`src/rtl/pipe_stage_idex_multi_pkg.sv`:
```
// Shared constants and state encoding for the multi-lane ID/EX pipeline stage.
package pipe_stage_idex_multi_pkg;

  localparam int INSTR_W   = 32;
  localparam int LANES_MAX = 8;

  typedef enum logic {
    ST_IDLE   = 1'b0,
    ST_SERIAL = 1'b1
  } idex_state_e;

endpackage

```
`src/rtl/pipe_stage_idex_multi_serial_ctrl.sv`:
```
// Serialisation controller: IDLE/SERIAL FSM, lane counter, registered abort and the one-hot lane-load mask.
// IDEX_SERIAL_SKIP_EN makes serialisation skip lanes whose in_valid_i is low.
module idex_serial_ctrl
  import pipe_stage_idex_multi_pkg::*;
#(
  parameter int LANES = 2,
  parameter int CNT_W = $clog2(LANES)
) (
  input  logic             clk,
  input  logic             rst,
  input  logic             stall_i,
  input  logic             flush_any_i,
  input  logic             serialize_i,
  input  logic             serialize_abort_i,
  input  logic [LANES-1:0] in_valid_i,
  output logic [LANES-1:0] load_mask_o,
  output logic             stall_up_o,
  output logic             serial_busy_o
);

  idex_state_e      state, state_nxt;
  logic [CNT_W-1:0] cnt, cnt_nxt;
  logic [CNT_W-1:0] cur_lane, next_lane;
  logic             abort_r;
  logic             last_step;
  logic             serializing;

  assign serializing = (state == ST_SERIAL) || serialize_i;

  // cur_lane issues this cycle; last_step marks the final lane of the group.
  always_comb begin
    cur_lane  = (state == ST_SERIAL) ? cnt : '0;
    next_lane = '0;
    last_step = 1'b0;
`ifdef IDEX_SERIAL_SKIP_EN
    if (state == ST_IDLE) begin
      for (int k = LANES-1; k >= 0; k--) begin
        if (in_valid_i[k]) cur_lane = CNT_W'(k);
      end
    end
    last_step = 1'b1;
    for (int k = LANES-1; k >= 0; k--) begin
      if (in_valid_i[k] && (k > int'(cur_lane))) begin
        next_lane = CNT_W'(k);
        last_step = 1'b0;
      end
    end
`else
    next_lane = cur_lane + CNT_W'(1);
    last_step = (cur_lane == CNT_W'(LANES-1));
`endif
  end

  always_comb begin
    load_mask_o = '1;
    if (serializing) begin
      load_mask_o           = '0;
      load_mask_o[cur_lane] = 1'b1;
    end
  end

  always_comb begin
    state_nxt = state;
    cnt_nxt   = cnt;
    if (flush_any_i) begin
      state_nxt = ST_IDLE;
      cnt_nxt   = '0;
    end else if (!stall_i && serializing) begin
      if (last_step) begin
        state_nxt = ST_IDLE;
        cnt_nxt   = '0;
      end else begin
        state_nxt = ST_SERIAL;
        cnt_nxt   = next_lane;
      end
    end
  end

  always_ff @(posedge clk) begin
    if (rst) begin
      state   <= ST_IDLE;
      cnt     <= '0;
      abort_r <= 1'b0;
    end else begin
      state   <= state_nxt;
      cnt     <= cnt_nxt;
      abort_r <= serialize_abort_i;
    end
  end

  // Drops on the final lane so decode advances on the following edge.
  assign stall_up_o    = serialize_i && !abort_r && !last_step;
  assign serial_busy_o = (state == ST_SERIAL);

endmodule

```
`src/rtl/pipe_stage_idex_multi.sv`:
```
// N-lane ID/EX pipeline register with per-lane flush, global stall and one-lane-per-cycle serialisation.
// Optional macro IDEX_SERIAL_SKIP_EN: serialisation skips lanes without a valid instruction.
module pipe_stage_idex_multi
  import pipe_stage_idex_multi_pkg::*;
#(
  parameter  int WIDTH = INSTR_W,
  parameter  int LANES = 2,
  localparam int CNT_W = $clog2(LANES)
) (
  input  logic                   clk,
  input  logic                   rst,
  input  logic                   stall_i,
  input  logic [LANES-1:0]       flush_i,
  input  logic                   serialize_i,
  input  logic                   serialize_abort_i,
  input  logic [LANES-1:0]       in_valid_i,
  input  logic [LANES*WIDTH-1:0] in_data_i,
  output logic [LANES-1:0]       out_valid_o,
  output logic [LANES*WIDTH-1:0] out_data_o,
  output logic                   stall_up_o,
  output logic                   serial_busy_o
);

  logic [LANES-1:0] load_mask;
  logic             flush_any;

  assign flush_any = |flush_i;

  idex_serial_ctrl #(
    .LANES (LANES),
    .CNT_W (CNT_W)
  ) u_ctrl (
    .clk               (clk),
    .rst               (rst),
    .stall_i           (stall_i),
    .flush_any_i       (flush_any),
    .serialize_i       (serialize_i),
    .serialize_abort_i (serialize_abort_i),
    .in_valid_i        (in_valid_i),
    .load_mask_o       (load_mask),
    .stall_up_o        (stall_up_o),
    .serial_busy_o     (serial_busy_o)
  );

  // Any flush freezes unflushed lanes; lanes outside the load mask take a bubble.
  for (genvar k = 0; k < LANES; k++) begin : g_lane
    logic             valid_q;
    logic [WIDTH-1:0] data_q;

    always_ff @(posedge clk) begin
      if (rst || flush_i[k]) begin
        valid_q <= 1'b0;
        data_q  <= '0;
      end else if (!flush_any && !stall_i) begin
        if (load_mask[k]) begin
          valid_q <= in_valid_i[k];
          data_q  <= in_data_i[k*WIDTH +: WIDTH];
        end else begin
          valid_q <= 1'b0;
          data_q  <= '0;
        end
      end
    end

    assign out_valid_o[k]               = valid_q;
    assign out_data_o[k*WIDTH +: WIDTH] = data_q;
  end

endmodule

```
`config.mk`:
```
export PLATFORM = sky130hd
export DESIGN_NAME = pipe_stage_idex_multi
export DESIGN_NICKNAME = d
export VERILOG_FILES = /design/src/rtl/pipe_stage_idex_multi_pkg.sv /design/src/rtl/pipe_stage_idex_multi_serial_ctrl.sv /design/src/rtl/pipe_stage_idex_multi.sv
export SDC_FILE = /design/constraint.sdc
export NUM_CORES = 1
export LEC_CHECK = 0
export CORE_ASPECT_RATIO = 0.7
export CORE_UTILIZATION = 38
export CTS_BUF_LIST = sky130_fd_sc_hd__clkbuf_8
export DETAILED_ROUTE_END_ITERATION = 10
export HOLD_SLACK_MARGIN = 0.12
export PLACE_DENSITY_LB_ADDON = 0.25
export SYNTH_ARGS = -nofsm -noshare
export SYNTH_HDL_FRONTEND = slang
export SYNTH_SLANG_ARGS = --single-unit
```
`constraint.sdc`:
```
create_clock -name clk -period 1.77 [get_ports clk]
set_input_delay 0.4425 -clock clk [delete_from_list [all_inputs] [get_ports clk]]
set_output_delay 0.4425 -clock clk [all_outputs]
set_load 0.01 [all_outputs]
```
# == Yosys cells after proc, flatten, opt, wreduce, memory -nomap -nowiden ==
# Cells that the tools add are included.
# word_totals
reg_bits,69
inputBits,73
output_inout_bits,68
word_cells,34
# op_classes
n_addsub,1
n_lt_le_gt_ge,2
mux,10
n_reduce_logical,14
# ops
operator,n
2-to-1 mux 32 bit,2
2-to-1 mux 1 bit,6
logical AND 1 bit,5
logical NOT 1 bit,4
logical OR 1 bit,3
OR reduction 3 bit,1
"< comparator 1 x 2 -> 1 bit, second input constant",1
2-to-1 mux 2 bit,1
OR reduction 2 bit,1
"adder 1 bit, second input constant",1
demux 1 bit (select 1 bit),1
"greater-or-equal comparator 1 bit, second input constant",1

# == Depth between registers and ports, before layout ==
# Gate-level depths: netlist of the first run.
# depth
depth_word,7
ltp_mapped,5

# == Cells and area by module ==
# Synthesis of the first run repeated with hierarchy kept, for this count alone.
# unflattened
hier_cells,318
area_unflattened_um2,3773.6
# by_module_without_submodules
module,instances,cells_each,area_each_um2
pipe_stage_idex_multi,1,309,3688.5
idex_serial_ctrl,1,9,85.1

# == Worst setup path after synthesis of the first run ==
# No wires, ideal clock.
# synth_timing
path_kind,input-to-reg
from,input flush_i[0]
to,register g_lane[1].data_q[0]
setup_time_ns,0.059
arrival_time_ns,1.570
slack_ns,0.141
cell_stages,5
n_path_buf,2
cell_sequence,or2_1 > buf_6 > a2111oi_4 > buf_6 > a22o_1
# synth_between
elab_chain_cells,3
# synth_rtl
item,line_no,text
"start, declared",pipe_stage_idex_multi.sv:13,"input logic [LANES-1:0] flush_i,"
OR reduction 2 bit,pipe_stage_idex_multi.sv:27,assign flush_any = |flush_i;
logical NOT 1 bit,pipe_stage_idex_multi.sv:54,end else if (!flush_any && !stall_i) begin
logical AND 1 bit,pipe_stage_idex_multi.sv:54,
"end signal, assigned",pipe_stage_idex_multi.sv:57,data_q <= in_data_i[k*WIDTH +: WIDTH];
"end, declared",pipe_stage_idex_multi.sv:48,logic [WIDTH-1:0] data_q;
# Every way passes these cells.
# A chain may end at the register's enable or synchronous reset.

==> flow_summary.yaml, run 1 <==
power:
  ir_worst_vdd_v: 0.000451
  pwr-share-comb_pct: 10.5
  p_switching_w: 0.000688
  p_seq_share_pct: 49.3
  p_per_area_nw_per_um2: 789
  swShare_pct: 21.7
  p_leak_nw: 1.43
  pwr-share-clk_pct: 40.2
  p_int_w: 0.00249
timing:
  tightest_slew_ns: 0.359
  slew_headroom_pct: 76.1
  rsz0062_at_grt: "no"
  timing.final.hold_violations: 0
  fin_skew_ns: 0.00866
  fmax_ghz: 0.587
  finalCritPeriodShare_pct: 96.3
  whs_ns: 0.448
  slew_violations: 0
  post-route-min-period_ns: 1.70
  setup_viol: 0
routing:
  ant_nets: 0
  vias: 2261
  drt-wirelength-per-cell_um: 14.1
  drt-vias-per-instance: 4.96
  drt-initial-drc-count: 82
  routed_wl_mm: 6.43
  drc_errors: 0
  dr.pass1.iters: 5
clock_network:
  cts_sinks: 68
  cts_root_buffer: "clkbuf_8"
  cts_inserted_buffers: 9
  clock_tree.buffer_depth: 2
  postCtsHoldBufs: 0
  clk_pin_slew_ns: 0.07
  htreeDepth: 3
  tritoncts: "built"
  insertion_delay_ns: 0.34
die:
  start_util_pct: 40.0
  core_um2: 5780
  die_y_um: 67.3
  core.rowCount: 23
  ios: 141
  die_w_um: 95.3
  dieArea_um2: 6410
worst_setup_path:
  crit_slowest_cell: "clkdlybuf4s50_1"
  end_kind: "output port"
  path_buf_inv: 1
  slowest_delay_ns: 0.55
  arrival_ns: 1.26
  critical_path.startpoint_type: "flip-flop"
  cp_data_required_time_ns: 1.33
  critPathTopFamily: "buffers and inverters"
  cp_max_fo: 5
  crit_type: "flip-flop to output port"
  cp_cell_sequence: "clkdlybuf4s50_1"
yosys:
  synth_area_um2: 2310
  ys_ff_latch: 68
  synth_nets: 307
  synth_top_family_by_area: "compound AO/OA/AOI/OAI gates"
  synth-simple-area-share_pct: 14.8
  synth_xor_area_share_pct: 0
  avgSynthCellArea_um2: 9.89
  ys_seq_area_share_pct: 58.8
  yosys_warnings: 0
  synthMuxAreaShare_pct: 0
  ys_types: 16
  synth-adder-area-share_pct: 0
  netlist_instances: 234
  synth_compound_area_share_pct: 21.0
finish:
  area_growth_pct: 74.0
  final_cell_mix: "clkdlybuf4s50_1 (139), dfxtp_1 (67), a21oi_1 (34)"
  fin_nets: 449
  n_fill_cell: 477
  fin_util_pct: 69.6
  layout-drive-gt1-share_pct: 8.92
  antenna_cells: 0
  final_common_cell: "clkdlybuf4s50_1"
placement:
  gp_congestion: 0.745
  numPortBuffers: 140
  hpwl_mm: 4.46
grt:
  overflow: 0
  grt_max_degree: 35
  first_global_vias: 2092
  grt_antenna_before_repair: 0
  track_usage_pct: 20.7
  grt_pass1_wl_mm: 9.94
job:
  max-cap-violations: 0
run_status:
  outcome: "complete, no violations"
min_path:
  hold_path.class: "flip-flop to flip-flop"
logic make-up (layout without fill, tap and decap cells):
family,after synthesis,after routing
AO/OA/AOI/OAI,68,68
buffers and inverters,23,170
flip-flops,68,68
AND/OR/NAND/NOR,75,75
layer usage:
layer	up-vias	wire, um	GRT usage, %
li1	1113	-	-
met5	-	0	0
met4	0	93	6.44
met3	14	635	11.6
met2	87	3010	31.4
met1	1047	2690	24.8
metrics by stage:
step	instances	setup TNS [ns]	area [um2]	setup slack, ns	power [W]
finish	456	0	4030	0.0652	0.00317
floorplan	234	0	2310	0.141	0.00169
global route	456	0	4030	0.00597	0.00332
CTS	456	-0.0422	4030	-0.0279	0.00321
global placement	440	-8.93	3820	-0.324	0.00193
detailed placement	440	-10.63	3820	-0.340	0.00193
cells in the mapped netlist:
library cell   n  share of area (%)
buf_4          2               0.65
clkinv_1       1               0.16
nor2_1         1               0.16
a21oi_1       34                7.4
or2_1          1               0.27
nand2_1       33                5.4
a22o_1        33                 12
buf_6          4                1.9
nand3_1       33                7.1
or3_1          1               0.27
nor2b_1        1               0.27
dfxtp_1       68                 59
clkbuf_1      16                2.6
nor3_1         3               0.65
nor3b_1        2               0.65
a2111oi_4      1                1.2
sequential cells by signal, summed over array words and instances, names as in the netlist:
| signal | flops |
|---|---|
| u_ctrl.cnt | 1 |
| g_lane.valid_q | 2 |
| u_ctrl.abort_r | 1 |
| g_lane.data_q | 64 |
power groups by stage:
stage                     Sequential, W  Combinational [W]  Clock (W)
after global routing            0.00157           0.000360    0.00139
final                           0.00156           0.000334    0.00128
after CTS                       0.00156           0.000337    0.00131
after detailed placement        0.00160           0.000336          0
after floorplan                 0.00161          0.0000815          0
after global placement          0.00160           0.000332          0
what timing repair did:
item                                    4_1_cts  5_1_grt
resized for setup                             3        3
buffers inserted                              0        0
endpoints found under the setup margin        2        2
worst paths after layout:
| kind | slack, ns | to | cells past startpoint | startpoint |
|---|---|---|---|---|
| max | 0.07 | serial_busy_o | 1 | u_ctrl.cnt |
| min | 0.45 | g_lane[0].data_q[16] | 2 | g_lane[0].data_q[16] |
| max reg2reg | 0.46 | g_lane[1].data_q[14] | 4 | u_ctrl.cnt |
| min reg2reg | 0.45 | g_lane[0].data_q[16] | 2 | g_lane[0].data_q[16] |
area by class of cell:
cell class / count / area, um2 / share of cell area [%]
Multi-Input combinational cell: 143 / 843 / 21.0
Inverter: 1 / 3.75 / 0.0933
Sequential cell: 68 / 1360 / 33.9
Clock buffer: 11 / 151 / 3.76
Clock inverter: 5 / 51.3 / 1.27
Tap cell: 75 / 93.8 / 2.33
Timing Repair Buffer: 153 / 1520 / 37.7
Power figures use the tool's default switching activity.
==> run 2: changes to the inputs <==
--- a/config.mk
+++ b/config.mk
@@ -9,6 +9,7 @@
 export CORE_UTILIZATION = 38
 export CTS_BUF_LIST = sky130_fd_sc_hd__clkbuf_8
 export DETAILED_ROUTE_END_ITERATION = 10
+export GPL_ROUTABILITY_DRIVEN = 0
 export HOLD_SLACK_MARGIN = 0.12
 export PLACE_DENSITY_LB_ADDON = 0.25
 export SYNTH_ARGS = -nofsm -noshare
==> results of run 2 <==
No change in the layout: final DEF, timing and power equal those of run 1.
==> run 3: changes to the inputs <==
--- a/config.mk
+++ b/config.mk
@@ -6,7 +6,7 @@
 export NUM_CORES = 1
 export LEC_CHECK = 0
 export CORE_ASPECT_RATIO = 0.7
-export CORE_UTILIZATION = 38
+export CORE_UTILIZATION = 46
 export CTS_BUF_LIST = sky130_fd_sc_hd__clkbuf_8
 export DETAILED_ROUTE_END_ITERATION = 10
 export GPL_ROUTABILITY_DRIVEN = 0
@@ -14,4 +14,5 @@
 export PLACE_DENSITY_LB_ADDON = 0.25
 export SYNTH_ARGS = -nofsm -noshare
 export SYNTH_HDL_FRONTEND = slang
+export SYNTH_HIERARCHICAL = 1
 export SYNTH_SLANG_ARGS = --single-unit
==> flow_summary.yaml, run 3 <==
min_path:
  hold_path.class: "input port to flip-flop"
job:
  max-cap-violations: 0
yosys:
  ys_top_cells_by_area: "dfxtp_1 (36%), nor4bb_1 (18%), mux2_4 (16%)"
  async_flop_share_pct: 0
  ys_types: 19
  yosys_warnings: 6
  synthTopCellsByCount: "dfxtp_1 (68), nor3b_1 (66), nor4bb_1 (66)"
  netlist_instances: 318
  synth_nets: 391
  synth_edf_count: 0
  yosysMostFrequentCell: "dfxtp_1"
  synth_area_um2: 3770
  yosysTopAreaCellShare_pct: 36.1
  avgSynthCellArea_um2: 11.9
  yosysTopAreaCell: "dfxtp_1"
  ys_seq_area_share_pct: 36.1
  ys_ff_latch: 68
  synthFlopType: "dfxtp_1"
finish:
  layout-drive-gt1-share_pct: 22.0
  finalNonFillerCells: 542
  regMostFlops: "g_lane.data_q"
  antenna_cells: 0
  area_growth_pct: 40.8
  fin_nets: 510
  final_common_cell: "clkdlybuf4s50_1"
  final_cell_mix: "clkdlybuf4s50_1 (135), dfxtp_1 (68), nor3b_1 (66), nor4bb_1 (66), mux2_4 (40)"
  largest_reg_flops: 64
  reg.largest.list: "g_lane.data_q: 64 flops, g_lane.valid_q: 2 flops"
grt:
  grt_max_degree: 68
  grt_antenna_before_repair: 0
  first_global_vias: 2777
  overflow: 0
  grt_pass1_wl_mm: 13.8
  track_usage_pct: 20.8
worst_setup_path:
  crit_slowest_cell: "clkdlybuf4s50_1"
  arrival_ns: 1.24
  slowest_delay_ns: 0.56
  cp_cell_sequence: "clkdlybuf4s50_1"
  critPathTopFamily: "buffers and inverters"
  end_kind: "output port"
  cp_max_fo: 2
  crit_type: "flip-flop to output port"
  critical_path.startpoint_type: "flip-flop"
  path_buf_inv: 1
  cp_data_required_time_ns: 1.33
power:
  ir_worst_vdd_v: 0.000386
  p_total_w: 0.00317
  p_per_area_nw_per_um2: 597
  p_leak_nw: 1.98
die:
  core.rowCount: 27
  die_w_um: 110
  ios: 141
  core_um2: 7910
  dieArea_um2: 8580
  die_y_um: 77.8
  start_util_pct: 47.7
routing:
  drt-initial-drc-count: 142
  vias: 2866
  drc_errors: 0
  ant_nets: 0
  drt-vias-per-instance: 5.29
  dr.pass1.iters: 4
  routed_wl_mm: 8.66
  drt-wirelength-per-cell_um: 16.0
clock_network:
  clk_pin_slew_ns: 0.07
  insertion_delay_ns: 0.34
  cts_root_buffer: "clkbuf_8"
  postCtsHoldBufs: 0
  cts_inserted_buffers: 9
  clock_tree.buffer_depth: 2
  cts_sinks: 68
  tritoncts: "built"
  htreeDepth: 3
timing:
  timing.final.hold_violations: 0
  fmax_ghz: 0.595
  setup_viol: 0
  rsz0062_at_grt: "no"
  fin_skew_ns: 0.00371
  slew_violations: 0
  post-route-min-period_ns: 1.68
  tightest_slew_ns: 0.321
  slew_headroom_pct: 78.3
  finalCritPeriodShare_pct: 95.0
placement:
  hpwl_mm: 5.66
  placed_cells: 527
  numPortBuffers: 140
run_status:
  outcome: "complete, no violations"
-- run 3: changes by cell type after synthesis, sizes merged, moves of 2 or more --
cell,before,now
a22o,33,0
nand3,33,0
nor3b,2,66
a21oi,34,0
buf,6,26
mux2,0,66
nor4bb,0,66
nand2,33,1
nor3,3,1
-- run 3: logic make-up after synthesis --
kind of cell / share of synthesized area (%)
flip-flops: 36.1
AND/OR/NAND/NOR: 31.8
buffers and inverters: 8.09
AO/OA/AOI/OAI: 0.332
multiplexers: 23.7
-- run 3: area by class of cell --
class                           count  area (um2)
Inverter                            1        3.75
Clock buffer                       11         151
Timing Repair Buffer              151        1540
Multi-Input combinational cell    206        2110
Sequential cell                    68        1360
Tap cell                          101         126
Fill cell                         627        2590
Clock inverter                      4        17.5
-- run 3: layer usage --
layer / vias to the layer above / track usage, % / share of wire [%]
met4: 0 / 5.92 / 0.92
met1: 1349 / 27.0 / 46
met2: 77 / 32.2 / 46
met5: - / 0 / 0
li1: 1432 / - / -
met3: 8 / 7.39 / 6.8
-- run 3: repair_timing --
item                                    CTS  global route
endpoints found under the setup margin    2             0
setup buffers                             0             0
gates resized for setup                   5             0
-- run 3: through the flow --
step                utilization, %  TNS [ns]  cell area [um2]  hold slack, ns  setup WS [ns]
floorplan                        -         0             3770           0.507          0.358
global placement              65.2     -7.57             5150           0.589         -0.342
detailed placement            65.2     -9.29             5150           0.596         -0.340
CTS                           67.2         0             5310           0.557         0.0694
global route                  67.2         0             5310           0.575        0.00393
finish                        67.2         0             5310           0.578         0.0882
-- run 3: final timing paths --
kind                          end                  from  slack, ns  depth (start not counted)
min reg2reg            u_ctrl/cnt            u_ctrl/cnt       0.60                          3
min                    u_ctrl/cnt                   rst       0.58                          3
max                out_data_o[29]  g_lane[0].data_q[29]       0.09                          1
max reg2reg  g_lane[1].data_q[28]            u_ctrl/cnt       0.36                          4
-- run 3: power breakdown --
group	switching (W)	internal, W
sequential	0.00000817	0.00155
combinational	0.000195	0.000295
clock	0.000562	0.000563
==> variant, RTL diff (config.mk and constraints of run 3) <==
Build with the macro `IDEX_SERIAL_SKIP_EN` defined.
--- a/src/rtl/pipe_stage_idex_multi_serial_ctrl.sv
+++ b/src/rtl/pipe_stage_idex_multi_serial_ctrl.sv
@@ -2,2 +2,4 @@
 // IDEX_SERIAL_SKIP_EN makes serialisation skip lanes whose in_valid_i is low.
+`define IDEX_SERIAL_SKIP_EN
+
 module idex_serial_ctrl
Formal check against the unedited RTL: not equivalent (Yosys sat finds a counterexample within 4 cycles, from zero or initial values and one cycle with rst high).
==> variant against run 3 <==
  * Design area increased by 3.4%
  * Total power up 0.62%
  * Setup slack worse by 0.010 ns
  * Clock skew grew 0.0022 ns
  * Clock power is 4% lower
  * Core utilization grew 2.3 points
  * Non-clock buffer count up 18
  * Register-to-register slack lost 0.19 ns
  * Sequential share of layout area down 0.84 points
  * Area after synthesis grew 0.40%
  * Sequential power hardly changed
  * Sequential cell count unchanged
  * Routed wire length increased by 11%
==> variant: results (changes against run 3) <==
Power
  • VDD IR max: 450 uV (+16%)
  • Static Leakage: 2.10 nW (+6.0%)

Placement
  • Inst Count DP: 541 (+2.7%)
  • Detailed placement HPWL: 6460 um (+14%)
  • PortBufs: 140 (unchanged)

Clock network
  • Clock-pin slew on the worst setup and hold paths: 0.07 ns (about the same)
  • Clk buf depth: 2 (unchanged)
  • # Post-CTS Setup Buffers: 7 (+7)
  • Gates resized, CTS repair: 6 (+1)

Min path
  • Min-Delay Startpoint: flush_i[1]
  • Hold WC Path Type: in -> reg
  • Hold EP: u_ctrl/cnt

Drt
  • M1 wire length: 4150 um (+3.0%)
  • WL/cell: 17.1 um (+7.3%)
  • Metal2 WL: 4680 um (+18%)
  • Initial DRC Count: 137 (-3.5%)
  • Highest metal used: met4
  • Met3 wire length: 582 um (-1.2%)
  • Routed wire length: 9630 um (+11%)
  • Vias per inst: 5.51 (+4.3%)

Cells and area
  • Antenna Cells: 0 (unchanged)
  • Layout Nets: 531 (+4.1%)
  • Ratio of cells with drive above 1 in the final layout: 0.252 (+0.0317)

Setup path
  • CP Max Fanout: 2 (unchanged)
  • Family with the most delay on the worst path: buffers and inverters
  • Worst R2R Setup Slack: 0.17 ns (-0.19 ns)
  • Reg2reg end: u_ctrl/cnt
  • Reg2reg path depth: 9 (+5)

Logic synthesis
  • Yosys warning count: 6 (unchanged)
  • Synth unique cells: 21 (+2)
  • Sequential area share after synthesis: 0.359 (-0.00143)
  • Syn avg cell area: 11.8 um2 (-0.54%)
  • Synthesized Nets: 394 (+0.77%)
  • Top post-synthesis cells by area: dfxtp_1, nor4bb_1, mux2_4

Global routing
  • First-pass GRT wire length: 15500 um (+12%)
  • Largest net degree at the start of global routing: 59 (-13%)
  • GR Layer Usage met2: 0.386 (+0.0634)
  • GRT met1 Usage: 0.261 (-0.00915)
  • Vias in the first global route: 3168 (+14%)
  • GR Util All Layers: 0.224 (+0.0161)
  • Grt met3 use: 0.0695 (-0.00442)

STA
  • Clock Skew: 0.00589 ns (+0.00218 ns)
  • Max_slew headroom: 0.736 (-0.0475)

Run status
  • Outcome: completed
==> variant: layout make-up <==
cell class | count | area [um2]
Fill cell | 602 | 2410
Multi-Input combinational cell | 208 | 2140
Timing Repair Buffer | 169 | 1700
Sequential cell | 68 | 1360
Clock buffer | 10 | 138
Tap cell | 101 | 126
Clock inverter | 4 | 18.8
Inverter | 2 | 7.51
==> variant: metrics by stage <==
step / cell area, um2 / setup WS (ns) / hold slack [ns]
floorplan: 3790 / 0.192 / 0.514
global placement: 5280 / -0.419 / 0.561
detailed placement: 5280 / -0.422 / 0.565
CTS: 5480 / 0.000810 / 0.495
global route: 5490 / 0.0148 / 0.536
finish: 5490 / 0.0778 / 0.524
==> variant: logic make-up (layout without fill, tap and decap cells) <==
group                  count (synthesis)  after routing  share of synthesized area
AO/OA/AOI/OAI                          3              3                    0.00628
buffers and inverters                 45            185                     0.0816
flip-flops                            68             68                      0.359
multiplexers                          66             66                      0.236
AND/OR/NAND/NOR                      139            139                      0.317
==> variant: how the worst max path moves through the flow <==
stage / slack (ns) / startpoint / end / cells past startpoint
4_1_cts: 0.0008 / in_valid_i[0] / g_lane[0].data_q[7] / 6
3_3_place_gp: -0.42 / in_valid_i[1] / stall_up_o / 4
6_report: 0.08 / g_lane[1].data_q[24] / out_data_o[56] / 1
3_5_place_dp: -0.42 / in_valid_i[1] / stall_up_o / 4
5_1_grt: 0.01 / g_lane[1].data_q[9] / out_data_o[41] / 1
2_1_floorplan: 0.19 / flush_i[1] / u_ctrl/cnt / 5
==> variant: power breakdown <==
group,total (mW),switching [mW],internal [mW]
Clock,1.08,0.566,0.519
Sequential,1.56,0.00848,1.55
Combinational,0.550,0.219,0.331
Total,3.19,0.793,2.40
